## config.mk

```make
export PLATFORM = sky130hd
export DESIGN_NAME = ex_muldiv_stage
export DESIGN_NICKNAME = d
export VERILOG_FILES = /design/src/rtl/ex_muldiv_stage.sv
export SDC_FILE = /design/constraint.sdc
export NUM_CORES = 1
export LEC_CHECK = 0
export CAP_MARGIN = 0
export CELL_PAD_IN_SITES_DETAIL_PLACEMENT = 2
export CELL_PAD_IN_SITES_GLOBAL_PLACEMENT = 2
export CORE_ASPECT_RATIO = 1.1
export CORE_MARGIN = 3
export CORE_UTILIZATION = 38
export CTS_BUF_LIST = sky130_fd_sc_hd__clkbuf_4 sky130_fd_sc_hd__clkbuf_8 sky130_fd_sc_hd__clkbuf_16
export DETAILED_ROUTE_END_ITERATION = 16
export GPL_TIMING_DRIVEN = 0
export PLACE_DENSITY = 0.85
export SYNTH_ARGS = -nofsm -noshare
export SYNTH_HDL_FRONTEND = slang
export SYNTH_SLANG_ARGS = --single-unit
```

## constraint.sdc

```tcl
create_clock -name clk -period 8.71 [get_ports clk]
set_input_delay 0.871 -clock clk [delete_from_list [all_inputs] [get_ports clk]]
set_output_delay 0.871 -clock clk [all_outputs]
set_load 0.02 [all_outputs]
```

## src/rtl/ex_muldiv_stage.sv

```systemverilog
// Iterative MIPS-style HI/LO multiply/divide unit for the EX stage (shift-add multiply, restoring divide).
// Optional build macro MD_EARLY_OUT_EN: zero-operand multiply and divide-by-zero complete at acceptance.
//
// state | meaning
// IDLE  | accepting new ops; MFHI/MFLO served combinationally
// CALC  | retiring BITS_PER_CYCLE quotient/product bits per cycle
// FIX   | sign correction and HI/LO write-back
module ex_muldiv_stage #(
    parameter int DATA_W         = 32,
    parameter int BITS_PER_CYCLE = 1
) (
    input  logic              clk,
    input  logic              reset,
    input  logic              i_start,
    input  logic [2:0]        i_md_op,
    input  logic [DATA_W-1:0] i_rs_data,
    input  logic [DATA_W-1:0] i_rt_data,
    input  logic              i_flush,
    output logic              o_stall,
    output logic [DATA_W-1:0] o_result,
    output logic              o_result_valid,
    output logic              o_busy,
    output logic              o_md_done,
    output logic              o_div_by_zero
);
    localparam int BPC   = BITS_PER_CYCLE;
    localparam int N     = DATA_W / BPC;
    localparam int CNT_W = $clog2(N + 1);

    localparam logic [2:0] OP_MULT  = 3'b001;
    localparam logic [2:0] OP_MULTU = 3'b010;
    localparam logic [2:0] OP_DIV   = 3'b011;
    localparam logic [2:0] OP_DIVU  = 3'b100;
    localparam logic [2:0] OP_MFHI  = 3'b101;
    localparam logic [2:0] OP_MFLO  = 3'b110;

    typedef enum logic [1:0] {
        IDLE = 2'd0,
        CALC = 2'd1,
        FIX  = 2'd2
    } state_t;

    state_t             state_q, state_d;
    logic [CNT_W-1:0]   cnt_q, cnt_d;
    logic [DATA_W-1:0]  hi_q, hi_d, lo_q, lo_d;
    logic [DATA_W-1:0]  acc_q, acc_d, wrk_q, wrk_d, opb_q, opb_d;
    logic               is_div_q, is_div_d, neg_q, neg_d, rneg_q, rneg_d;
    logic               dbz_q, dbz_d, done_q, done_d, dbz_out_q, dbz_out_d;

    logic               op_valid, is_mul_op, is_div_op, is_mf, is_signed;
    logic               accept, early_out, sa, sb;
    logic [DATA_W-1:0]  abs_a, abs_b;
    logic [DATA_W+BPC-1:0] mul_part;
    logic [DATA_W-1:0]  mul_hi_nx, mul_lo_nx, div_r_nx, div_q_nx;
    logic [DATA_W:0]    div_sh;
    logic [2*DATA_W-1:0] prod_fix;
    logic [DATA_W-1:0]  quo_fix, rem_fix;

    assign op_valid  = (i_md_op != 3'b000) && (i_md_op != 3'b111);
    assign is_mul_op = (i_md_op == OP_MULT) || (i_md_op == OP_MULTU);
    assign is_div_op = (i_md_op == OP_DIV) || (i_md_op == OP_DIVU);
    assign is_mf     = (i_md_op == OP_MFHI) || (i_md_op == OP_MFLO);
    assign is_signed = (i_md_op == OP_MULT) || (i_md_op == OP_DIV);
    // reset gates accept so no result is flagged valid while held in reset
    assign accept    = reset && i_start && !i_flush && op_valid && (state_q == IDLE);

    assign sa    = is_signed & i_rs_data[DATA_W-1];
    assign sb    = is_signed & i_rt_data[DATA_W-1];
    assign abs_a = sa ? -i_rs_data : i_rs_data;
    assign abs_b = sb ? -i_rt_data : i_rt_data;

`ifdef MD_EARLY_OUT_EN
    assign early_out = (is_mul_op && ((i_rs_data == '0) || (i_rt_data == '0)))
                    || (is_div_op && (i_rt_data == '0));
`else
    assign early_out = 1'b0;
`endif

    always_comb begin
        mul_part  = {{BPC{1'b0}}, acc_q}
                  + ({{BPC{1'b0}}, opb_q} * {{DATA_W{1'b0}}, wrk_q[BPC-1:0]});
        mul_hi_nx = mul_part[DATA_W+BPC-1:BPC];
        mul_lo_nx = {mul_part[BPC-1:0], wrk_q[DATA_W-1:BPC]};

        div_r_nx = acc_q;
        div_q_nx = wrk_q;
        div_sh   = '0;
        for (int i = 0; i < BPC; i++) begin
            div_sh   = {div_r_nx, div_q_nx[DATA_W-1]};
            div_q_nx = {div_q_nx[DATA_W-2:0], 1'b0};
            if (div_sh >= {1'b0, opb_q}) begin
                div_sh      = div_sh - {1'b0, opb_q};
                div_q_nx[0] = 1'b1;
            end
            div_r_nx = div_sh[DATA_W-1:0];
        end

        prod_fix = {acc_q, wrk_q};
        if (neg_q) prod_fix = -prod_fix;
        quo_fix = neg_q ? -wrk_q : wrk_q;
        rem_fix = rneg_q ? -acc_q : acc_q;
    end

    always_comb begin
        state_d   = state_q;
        cnt_d     = cnt_q;
        hi_d      = hi_q;
        lo_d      = lo_q;
        acc_d     = acc_q;
        wrk_d     = wrk_q;
        opb_d     = opb_q;
        is_div_d  = is_div_q;
        neg_d     = neg_q;
        rneg_d    = rneg_q;
        dbz_d     = dbz_q;
        done_d    = 1'b0;
        dbz_out_d = 1'b0;
        case (state_q)
            IDLE: begin
                if (accept && (is_mul_op || is_div_op)) begin
                    if (early_out) begin
                        done_d = 1'b1;
                        if (is_div_op) begin
                            hi_d      = i_rs_data;
                            lo_d      = '1;
                            dbz_out_d = 1'b1;
                        end else begin
                            hi_d = '0;
                            lo_d = '0;
                        end
                    end else begin
                        state_d  = CALC;
                        cnt_d    = CNT_W'(N);
                        acc_d    = '0;
                        wrk_d    = abs_a;
                        opb_d    = abs_b;
                        is_div_d = is_div_op;
                        neg_d    = sa ^ sb;
                        rneg_d   = sa;
                        dbz_d    = is_div_op && (i_rt_data == '0);
                    end
                end
            end
            CALC: begin
                acc_d = is_div_q ? div_r_nx : mul_hi_nx;
                wrk_d = is_div_q ? div_q_nx : mul_lo_nx;
                cnt_d = cnt_q - CNT_W'(1);
                if (cnt_q == CNT_W'(1)) state_d = FIX;
            end
            FIX: begin
                state_d = IDLE;
                done_d  = 1'b1;
                if (is_div_q) begin
                    // remainder of |a|/0 is |a|; the dividend-sign fix restores a itself
                    hi_d      = rem_fix;
                    lo_d      = dbz_q ? '1 : quo_fix;
                    dbz_out_d = dbz_q;
                end else begin
                    hi_d = prod_fix[2*DATA_W-1:DATA_W];
                    lo_d = prod_fix[DATA_W-1:0];
                end
            end
            default: state_d = IDLE;
        endcase
    end

    always_ff @(posedge clk or negedge reset) begin
        if (!reset) begin
            state_q   <= IDLE;
            cnt_q     <= '0;
            hi_q      <= '0;
            lo_q      <= '0;
            acc_q     <= '0;
            wrk_q     <= '0;
            opb_q     <= '0;
            is_div_q  <= 1'b0;
            neg_q     <= 1'b0;
            rneg_q    <= 1'b0;
            dbz_q     <= 1'b0;
            done_q    <= 1'b0;
            dbz_out_q <= 1'b0;
        end else begin
            state_q   <= state_d;
            cnt_q     <= cnt_d;
            hi_q      <= hi_d;
            lo_q      <= lo_d;
            acc_q     <= acc_d;
            wrk_q     <= wrk_d;
            opb_q     <= opb_d;
            is_div_q  <= is_div_d;
            neg_q     <= neg_d;
            rneg_q    <= rneg_d;
            dbz_q     <= dbz_d;
            done_q    <= done_d;
            dbz_out_q <= dbz_out_d;
        end
    end

    assign o_busy         = (state_q != IDLE);
    assign o_stall        = reset && i_start && !i_flush && op_valid && (state_q != IDLE);
    assign o_result_valid = accept && is_mf;
    assign o_result       = o_result_valid ? ((i_md_op == OP_MFHI) ? hi_q : lo_q) : '0;
    assign o_md_done      = done_q;
    assign o_div_by_zero  = dbz_out_q;
endmodule

```

Yosys cells after proc, flatten, opt, wreduce, memory -nomap -nowiden
Index checks and enable logic that the tools add are counted.
{"block": "op_classes", "addsub": 8, "mul": 1, "div": 0, "magnitude_cmp": 1, "n_eq_ne": 12, "n_shift": 0, "muxes": 26, "bitwise_logic": 3, "n_reduce_logical": 23}
{"cell": "32-bit 2-to-1 mux", "count": 14}
{"cell": "32-bit negator", "count": 4}
{"cell": "32-bit case mux with 2 select lines", "count": 2}
{"cell": "64-bit 2-to-1 mux", "count": 1}
{"cell": "64-bit negator", "count": 1}
{"cell": "32-bit by 33-bit adder with 33-bit output", "count": 1}
{"cell": "33-bit by 32-bit greater-or-equal comparator with 1-bit output", "count": 1}
{"cell": "32-bit by 1-bit multiplier with 33-bit output", "count": 1}
{"cell": "32-bit logical NOT", "count": 1}
{"cell": "32-bit subtractor", "count": 1}
{"cell": "6-bit case mux with 2 select lines", "count": 1}
{"cell": "3-bit equality test, second input constant", "count": 3}
{"cell": "1-bit logical AND", "count": 9}
{"cell": "3-bit by 2-bit equality test with 1-bit output, second input constant", "count": 2}
{"cell": "6-bit by 1-bit equality test with 1-bit output, second input constant", "count": 1}
{"cell": "6-bit 2-to-1 mux", "count": 1}
{"cell": "2-bit AND reduction", "count": 3}
{"cell": "6-bit by 1-bit subtractor with 6-bit output, second input constant", "count": 1}
{"cell": "1-bit logical OR", "count": 5}
{"cell": "1-bit 2-to-1 mux", "count": 4}
{"cell": "2-bit 2-to-1 mux", "count": 2}
{"cell": "2-bit case mux with 2 select lines", "count": 1}
{"cell": "2-bit nonzero test", "count": 2}
{"cell": "3-bit by 1-bit equality test with 1-bit output, second input constant", "count": 1}
{"cell": "other kinds (10)", "count": 11}
{"block": "word_totals", "register_bits": 174, "latch_bits": 0, "ramBits": 0, "romBits": 0, "in_bits": 71, "out_inout_bits": 37, "word_cells": 87, "n_memories": 0}

Logic depth before layout (Yosys ltp)
Gate-level depths: netlist of run 1.
{"block": "logic_depth", "ltp_word": 7, "depth_mapped": 14}

Worst setup path after synthesis of run 1
Ideal clock, no wire load.
{"block": "synth_path", "path_type": "register -> register", "startpoint": "reg acc_q[22]", "endpoint": "reg acc_q[4]", "setup_time_ns": 0.126, "arrival_ns": 3.166, "path_slack_ns": 5.418, "path_stages_with_launch": 11, "synth_period_minus_slack_ns": 3.292, "cell_sequence": "dfrtp_1 ha_1 buf_2 nand4_1 or2_2 or3_1 a211oi_1 o21ai_1 nand2_1 mux2_2 a221o_1"}
{"block": "synth_via", "elab_chain_cells": 4}
{"element": "start: declaration", "line_no": "46", "source": "logic [DATA_W-1:0] acc_q, acc_d, wrk_q, wrk_d, opb_q, opb_d;"}
{"element": "start signal: assignment", "line_no": "173", "source": "acc_q <= '0;"}
{"element": "start signal: assignment", "line_no": "187", "source": "acc_q <= acc_d;"}
{"element": "33-bit by 32-bit greater-or-equal comparator with 1-bit output", "line_no": "91", "source": "if (div_sh >= {1'b0, opb_q}) begin"}
{"element": "32-bit 2-to-1 mux", "line_no": "91"}
{"element": "32-bit 2-to-1 mux", "line_no": "145", "source": "acc_d = is_div_q ? div_r_nx : mul_hi_nx;"}
{"element": "32-bit case mux with 2 select lines", "line_no": "118", "source": "case (state_q)"}
Every way passes these cells.
A chain may end at the register's enable or synchronous reset.

Worst setup path after layout of run 1
{"block": "layout_path", "startpoint": "reg wrk_q[31]", "endpoint": "reg acc_q[15]"}
{"block": "layout_via", "elab_chain_cells": 4, "word_cells_on_any_way": 5, "cone_classes": "add/sub: 1; order compare: 1; mux: 3"}
{"element": "start: declaration", "line_no": "46"}
{"element": "start signal: assignment", "line_no": "188", "source": "wrk_q <= wrk_d;"}
{"element": "32-bit subtractor / 33-bit by 32-bit greater-or-equal comparator with 1-bit output (equally long branches)", "line_no": "92, 91"}
{"element": "32-bit 2-to-1 mux *", "line_no": "91"}
{"element": "32-bit 2-to-1 mux *", "line_no": "145"}
{"element": "32-bit case mux with 2 select lines *", "line_no": "118"}
Every way passes the cells marked *; elsewhere a longest branch is shown, timed or not.

==> results.cfg, run 1 <==
[pwr]
power.total_mw = 7.62
peakVddDrop_mv = 0.245
p_leak_nw = 6.93
powerDensity_nw_per_um2 = 449

[cells_and_area]
drive_gt1_frac = 0.0247
multiInputGateArea_um2 = 9590
stdcell_area_um2 = 17000
nNetsFinal = 2192
final_cells = 2555
ff_latch_area_um2 = 4350
diodes = 0
final_util = 0.451
fillers = 4417
area_growth_pct = 15.6

[route]
wl_met1_um = 27400
antenna_left = 0
dr.pass1.iters = 5
wl_per_cell_um = 26.2
drc = 0
wl_met2_um = 34200
wl_um = 67000
routed.top_layer = met4
drtIter0Drc = 913
wl_met3_um = 1960
vias = 15581
routed_via_density = 6.10

[place]
gp_congestion = 0.923
pre_cts_ws_ps = 3660
dp.cells = 2524
io_buffers = 106
hpwl_um = 52300
placed_cell_area_um2 = 16400

[min_path]
hp-class = in2async

[sta]
drv_slew = 0
fin_crit_ps = 5200
rsz0062_at_grt = no
finalHoldViolCount = 0
fin_hold_ws_ps = 393
setup_tns_ps = 0
worstMarginPinSlew_ps = 1010
period_share = 0.597
finalClockSkew_ps = 23.5
setup_violations = 0
fmax_ghz = 0.192
maxSlewHeadroom = 0.314
finalWorstSetupSlack_ps = 3510

[yosys]
synth_cell_type_count = 70
ys_ff_latch = 174
syn_inst = 1923
yosysMostFrequentCell = nand2_1
yosys.area.top_type = dfrtp_1
synth_fp_nets = 2066
ys_warn_count = 0
postSynthAreaPerCell_um2 = 7.63
syn-cell-area_um2 = 14700
synth_edf_count = 0
synth-seq-area-share = 0.297
yosys-top-cells-area = dfrtp_1 (30%), a21oi_1 (7.7%), ha_1 (6.0%)
ys.flop_type = dfrtp_1
synth_common_cells = nand2_1 (230), a21oi_1 (227), nor2_1 (190)
synth_top_area_share = 0.297
async_flop_share = 1.00

[cts]
cts.htree.levels = 4
numCtsBuffers = 17
clock_latency_ps = 480
postCtsResizedCells = 0
cts_hold_buf = 0
cts_tree = yes
cts_setup_buffers = 0
cts.clk_slew.worst_paths_ps = 90
clockBufferDepth = 2
clock-sinks = 174
root_buffer = clkbuf_16

[worst_setup_path]
cp_max_fo = 10
worstSetupStartpointType = flip-flop
r2r_start = wrk_q[31]
path_class = reg2reg
worstPathRequired_ps = 9040
critPathCaptureType = flip-flop
startpoint = wrk_q[31]
arrival_ps = 5530

[grt]
grt_start_max_net_pins = 101
grt_pass1_wl_um = 103000
grt_pass1_vias = 17075
gr-total-overflow = 0
track_usage = 0.322
antenna_found_initial = 0

[floorplanning]
die-area_um2 = 41000
die_width_um = 193
die_height_um = 212
num_rows = 74
initial_utilization = 0.390
ioPinCount = 108
core_um2 = 37600

[job]
drv_cap = 0

[status]
status = finished, final reports clean
[critical path, cell delays in order, from the launching register on]
cell and delay [ps]:
dfrtp_1 330, clkbuf_1 360, inv_1 170, ha_1 250, nor2b_1 170, o21bai_1 110, a211oi_1 600, o21ai_0 330
a211oi_1 900, o21ai_1 480, nand2_1 480, buf_2 500, mux2i_1 260, o21ai_0 110
[layer usage]
metal  track usage  vias up
met4         0.153        0
li1              -     7079
met2         0.588      339
met1         0.377     8045
met5             0        -
met3        0.0368      118
[power by group]
part,switching [mW],internal (mW)
clock,0.393,0.403
sequential,0.404,1.14
combinational,3.45,1.83
[kinds of logic (layout without fill, tap and decap cells)]
logic type / Yosys count / count (layout) / share of synthesized area
compound gates: 609 / 609 / 0.248
xor+xnor: 173 / 173 / 0.103
fa+ha+maj: 72 / 72 / 0.0624
buf+inv: 195 / 333 / 0.0502
flops: 174 / 174 / 0.297
mux: 46 / 46 / 0.0315
simple gates: 654 / 654 / 0.208
[placed cells by master, fill, tap and decap left out, types with 5 or more instances in the layout]
| master | instances |
|---|---|
| nand2_1 | 230 |
| a21oi_1 | 227 |
| nor2_1 | 190 |
| dfrtp_1 | 174 |
| o21ai_0 | 161 |
| clkbuf_1 | 113 |
| clkdlybuf4s50_1 | 105 |
| xnor2_1 | 95 |
| xor2_1 | 78 |
| inv_1 | 73 |
| ha_1 | 70 |
| mux2i_1 | 45 |
| nand3_1 | 38 |
| a211oi_1 | 37 |
| nor3_1 | 36 |
| a21o_1 | 34 |
| a31oi_1 | 22 |
| or3_1 | 21 |
| nor4_1 | 21 |
| o31ai_1 | 19 |
| nand2b_1 | 18 |
| clkbuf_16 | 17 |
| a22oi_1 | 16 |
| nor2b_1 | 15 |
| nand4_1 | 14 |
| o41ai_1 | 14 |
| or4_1 | 13 |
| o21bai_1 | 13 |
| o211ai_1 | 12 |
| and2_1 | 11 |
| and3_1 | 11 |
| a32o_1 | 7 |
| nand3b_1 | 6 |
| nor3b_1 | 6 |
| o21a_1 | 6 |
| and3b_1 | 5 |
| o22ai_1 | 5 |
| inv_6 | 5 |
[worst paths after layout]
kind	to	slack [ps]	cells after the start
max	acc_q[15]	3510	13
min	lo_q[19]	390	1
max reg2reg	acc_q[15]	3510	13
min reg2reg	opb_q[14]	490	2
max in group asynchronous	opb_q[24]	7300	2
min in group clk	opb_q[14]	490	2
[registers in the layout (all words and copies together) (netlist names)]
signal         count
neg_q              1
o_div_by_zero      1
acc_q             32
cnt_q              6
opb_q             32
hi_q              32
wrk_q             32
lo_q              32
is_div_q           1
rneg_q             1
state_q            2
o_md_done          1
dbz_q              1
[final cells by class]
type	count	area share
plain buffers	120	0.0268
clock buffers	17	0.0251
clock inverters	14	0.00870
inverters	75	0.0166
multi-input cells	1554	0.565
flip-flops and latches	174	0.257
well taps	494	0.0364
repair buffers	107	0.0645
No activity file was read; power rests on OpenSTA's default activity.
==> inputs of run 2 (changes only) <==
--- a/config.mk
+++ b/config.mk
@@ -10,11 +10,11 @@
 export CELL_PAD_IN_SITES_GLOBAL_PLACEMENT = 2
 export CORE_ASPECT_RATIO = 1.1
 export CORE_MARGIN = 3
-export CORE_UTILIZATION = 38
+export CORE_UTILIZATION = 32
 export CTS_BUF_LIST = sky130_fd_sc_hd__clkbuf_4 sky130_fd_sc_hd__clkbuf_8 sky130_fd_sc_hd__clkbuf_16
 export DETAILED_ROUTE_END_ITERATION = 16
 export GPL_TIMING_DRIVEN = 0
-export PLACE_DENSITY = 0.85
+export PLACE_DENSITY = 0.76
 export SYNTH_ARGS = -nofsm -noshare
 export SYNTH_HDL_FRONTEND = slang
 export SYNTH_SLANG_ARGS = --single-unit
==> constraint.sdc (replaced) <==
create_clock -name clk -period 4.6 [get_ports clk]
set_input_delay 0.46 -clock clk [delete_from_list [all_inputs] [get_ports clk]]
set_output_delay 0.46 -clock clk [all_outputs]
set_load 0.02 [all_outputs]
==> run 2 against run 1 <==
  * Global-route usage decreased by 5.2 points
  * Critical path depth decreased by 4
  * Sequential power increased by 88%
  * Core utilization decreased by 7.0 points
  * Sequential cell count unchanged
  * Power increased by 87%
  * Via count decreased by 2.8%
  * Clock-buffer cell count unchanged
  * Largest cell class unchanged
==> results.cfg, run 2 (synthesized netlist as in run 1, its figures left out) <==
[route]
drtIter0Drc = 770
wl_per_cell_um = 24.7
wl_um = 65200
dr.pass1.iters = 5
routed_via_density = 5.73
antenna_left = 0
drc = 0
vias = 15149

[status]
status = finished, final reports clean

[cells_and_area]
nNetsFinal = 2194
final_cells = 2644
fillers = 5269
area_growth_pct = 16.6
diodes = 0
final_util = 0.381
layout_common_cells = nand2_1 (229), a21oi_1 (227), nor2_1 (190)
drive_gt1_frac = 0.0276
layout_commonest_cell = nand2_1

[pwr]
p_leak_nw = 6.95
powerDensity_nw_per_um2 = 832
peakVddDrop_mv = 0.405

[worst_setup_path]
worstPathRequired_ps = 4140
reg2reg_slack_ps = 300
critPathCaptureType = primary output
arrival_ps = 3870
cp_max_fo = 109
worstSetupStartpointType = input pin
path_class = in2out

[floorplanning]
initial_utilization = 0.327
die-area_um2 = 48500
ioPinCount = 108
die_height_um = 231
die_width_um = 210
num_rows = 81
core_um2 = 44900

[sta]
setup_violations = 0
worstMarginPinSlew_ps = 998
rsz0062_at_grt = no
finalClockSkew_ps = 13.7
fin_hold_ws_ps = 483
setup_tns_ps = 0
period_share = 0.940
maxSlewHeadroom = 0.326
fin_crit_ps = 4330
finalHoldViolCount = 0
fmax_ghz = 0.231
drv_slew = 0

[grt]
antenna_found_initial = 0
gr-total-overflow = 0
gr-max-usage-layer = met2
track_usage = 0.270
grt_pass1_vias = 16589
met3_usage = 0.0371
met1_usage = 0.325
grt_start_max_net_pins = 110
grt_pass1_wl_um = 101000
grt_util_met2 = 0.486

[job]
drv_cap = 0

[place]
dp.cells = 2611
io_buffers = 106
gp_congestion = 0.935
hpwl_um = 52300

[cts]
numCtsBuffers = 17
cts.clk_slew.worst_paths_ps = 70
clock-sinks = 174
clockBufferDepth = 2
cts_tree = yes
cts.htree.levels = 4
clock_latency_ps = 500
root_buffer = clkbuf_16

[min_path]
hp-class = reg2reg
==> run 2: power breakdown <==
part	internal, mW	switching, mW
sequential	2.16	0.740
clock	0.753	0.743
combinational	3.47	6.38
==> run 2: through the flow <==
| stage | setup slack (ps) | area, µm² | power, mW |
|---|---|---|---|
| finish | 274 | 17100 | 14.2 |
| global route | 3.05 | 17100 | 15.4 |
| CTS | 68.1 | 17100 | 14.2 |
| detailed placement | -593 | 16500 | 12.6 |
| global placement | -6130 | 16500 | 12.2 |
| floorplan | 1310 | 14700 | 9.21 |
==> run 2: path summary, 6_finish.rpt <==
kind / start / end / depth (start not counted)
setup / recovery: reset / o_result[25] / 9
hold / removal: hi_q[30] / hi_q[30] / 2
setup reg to reg: wrk_q[0] / hi_q[12] / 12
hold reg to reg: hi_q[30] / hi_q[30] / 2
max in group asynchronous: reset / opb_q[24] / 3
min in group asynchronous: reset / lo_q[13] / 3
==> run 2: timing repair <==
item                                    in CTS  in global routing
setup buffers                                0                  0
gates resized for setup                      5                  3
endpoints found under the setup margin      26                 12
pin swaps                                    1                  0
hold buffers                                 2                  0
hold endpoints to repair                    66                  0
==> run 2: area by class of cell <==
class / count / area (µm²) / share of cell area
repair buffers: 109 / 1130 / 0.0661
multi-input cells: 1554 / 9610 / 0.561
clock inverters: 14 / 135 / 0.00789
inverters: 75 / 282 / 0.0164
clock buffers: 17 / 425 / 0.0248
plain buffers: 120 / 460 / 0.0269
flip-flops and latches: 174 / 4350 / 0.254
well taps: 581 / 727 / 0.0425
==> run 2: critical path: stages <==
cell             delay (ps)
dlygate4sd3_1           560
buf_8                   130
buf_16                  400
nand4_1                 210
nor2_1                  220
nand3_1                 380
clkbuf_1                350
a21oi_1                 330
clkdlybuf4s50_1         670
==> run 2: routing by layer <==
layer	share of wire	vias up
met5	0	-
met4	0.038	0
met3	0.027	94
met2	0.51	231
met1	0.43	7743
li1	-	7081
==> inputs of run 3 (changes only) <==
--- a/config.mk
+++ b/config.mk
@@ -14,7 +14,9 @@
 export CTS_BUF_LIST = sky130_fd_sc_hd__clkbuf_4 sky130_fd_sc_hd__clkbuf_8 sky130_fd_sc_hd__clkbuf_16
 export DETAILED_ROUTE_END_ITERATION = 16
 export GPL_TIMING_DRIVEN = 0
+export MAX_ROUTING_LAYER = met4
 export PLACE_DENSITY = 0.76
+export SLEW_MARGIN = 20
 export SYNTH_ARGS = -nofsm -noshare
 export SYNTH_HDL_FRONTEND = slang
 export SYNTH_SLANG_ARGS = --single-unit
==> run 3 against run 2 <==
  * Core utilization grew 0.16 points
  * Register-to-register slack got worse by 150 ps
  * Critical path depth is 2 higher
  * Clock skew is 1.1 ps lower
  * Die area unchanged
  * Global-route usage grew 0.57 points
  * Setup slack got worse by 130 ps
  * Power increased by 0.15%
  * Critical path type is now reg2reg
  * Critical endpoint is now acc_q[21]
==> results.cfg, run 3 (synthesized netlist as in run 1, its figures left out) <==
[status]
status = finished, final reports clean

[sta]
period_share = 0.968
worstMarginPinSlew_ps = 932
maxSlewHeadroom = 0.370
finalWorstSetupSlack_ps = 148
fin_hold_ws_ps = 483
setup_violations = 0
fin_crit_ps = 4450
rsz0062_at_grt = no
finalHoldViolCount = 0
finalClockSkew_ps = 12.5
drv_slew = 0
fmax_ghz = 0.225

[worst_setup_path]
r2r-end = acc_q[21]
worstPathRequired_ps = 4920
critical-path-max-stage-delay_ps = 550
arrival_ps = 4780
path_delay_family = simple AND/OR/NAND/NOR gates
cp_max_fo = 10
reg2regPathDepth = 11
crit_buf_inv = 3
worstSetupStartpointType = flip-flop
r2r_start = acc_q[23]
slowest_stage = dfrtp_1
path_class = reg2reg
critPathCaptureType = flip-flop
crit_chain = ha_1, clkbuf_1, inv_1, or2_2, or3_1, a211oi_2, o21ai_1, nand2_2, buf_2, mux2i_1, o21ai_0
reg2reg_slack_ps = 150

[cts]
root_buffer = clkbuf_16
numCtsBuffers = 17
cts.clk_slew.worst_paths_ps = 80
cts_tree = yes
clock-sinks = 174
cts.htree.levels = 4
clock_latency_ps = 480
clockBufferDepth = 2
cts_setup_buffers = 0

[floorplanning]
core_um2 = 44900
die-area_um2 = 48500
ioPinCount = 108
die_height_um = 231
num_rows = 81
initial_utilization = 0.327
die_width_um = 210

[route]
wl_per_cell_um = 24.5
antenna_left = 0
wl_um = 64800
dr.pass1.iters = 5
drc = 0
vias = 15181
drtIter0Drc = 774
routed_via_density = 5.74

[place]
io_buffers = 106
dp.cells = 2612
gp_congestion = 0.970
hpwl_um = 52200
pre_cts_ws_ps = -529

[grt]
gr-total-overflow = 0
track_usage = 0.275
grt_start_max_net_pins = 81
antenna_found_initial = 0
grt_pass1_wl_um = 100000
grt_pass1_vias = 16486

[cells_and_area]
fillers = 5223
ff_latch_area_um2 = 4350
layout_common_cells = nand2_1 (229), a21oi_1 (227), nor2_1 (190)
final_util = 0.383
layout_commonest_cell = nand2_1
diodes = 0
area_growth_pct = 17.1
multiInputGateArea_um2 = 9600
drive_gt1_frac = 0.0290
nNetsFinal = 2196
final_cells = 2647

[pwr]
p_switching_mw = 7.82
power_frac_seq = 0.204
peakVddDrop_mv = 0.404
powerDensity_nw_per_um2 = 830
p_int_mw = 6.45
power.total_mw = 14.3
switching_share = 0.548
p_leak_nw = 6.99
comb_power_share = 0.687
clkPwrFrac = 0.109

[min_path]
hp-class = reg2reg
min_from = opb_q[17]
min_to = opb_q[17]
holdPathStages = 2

[job]
drv_cap = 0
run 3: how the worst max path moves through the flow:
| stage | to | start | slack, ps | depth (start not counted) |
|---|---|---|---|---|
| after detailed placement | acc_q[21] | wrk_q[31] | -530 | 13 |
| after global routing | acc_q[15] | wrk_q[31] | 10 | 13 |
| final | acc_q[21] | acc_q[23] | 150 | 11 |
| after CTS | acc_q[29] | wrk_q[0] | 10 | 14 |
| after floorplan | acc_q[4] | acc_q[22] | 1310 | 10 |
| after global placement | o_result[12] | reset | -6080 | 7 |
run 3: worst reg2reg max path, cell delays in order, from the launching register on:
cell	delay [ps]
dfrtp_1	550
ha_1	360
clkbuf_1	420
inv_1	140
or2_2	380
or3_1	370
a211oi_2	490
o21ai_1	420
nand2_2	370
buf_2	450
mux2i_1	240
o21ai_0	100
run 3: stage by stage:
stage          instance area, µm²  TNS [ps]
3_3_place_gp                16500  -1623250
4_1_cts                     17200         0
3_5_place_dp                16500     -5310
2_1_floorplan               14700         0
6_report                    17200         0
5_1_grt                     17200         0
run 3: power by group through the flow:
stage,combinational [mW],clock (mW),sequential (mW)
5_1_grt,10.8,1.64,2.98
3_3_place_gp,9.35,0,2.89
2_1_floorplan,6.64,0,2.58
3_5_place_dp,9.69,0,2.92
6_report,9.81,1.55,2.91
4_1_cts,9.77,1.58,2.90
run 3: routing by layer:
layer / global-route usage / share of wire / routed length, µm / vias up
met1: 0.334 / 0.43 / 28000 / 7796
met4: 0.0818 / 0.029 / 1850 / 0
met2: 0.489 / 0.52 / 33500 / 220
li1: - / - / - / 7092
met5: - / 0 / 0 / -
met3: 0.0215 / 0.021 / 1350 / 73
run 3: area by class of cell:
class                           instances  share of cell area
Inverter                               75              0.0164
Tap cell                              581              0.0423
Timing Repair Buffer                  111              0.0684
Buffer                                120              0.0266
Clock inverter                         14             0.00924
Sequential cell                       174               0.253
Multi-Input combinational cell       1554               0.558
Clock buffer                           18              0.0255
run 3: timing repair:
action	4_1_cts	5_1_grt
pin swaps	0	1
resized for setup	4	3
endpoints found under the hold margin	33	0
setup endpoints to repair	22	33
gates cloned	0	1
hold buffers	2	0
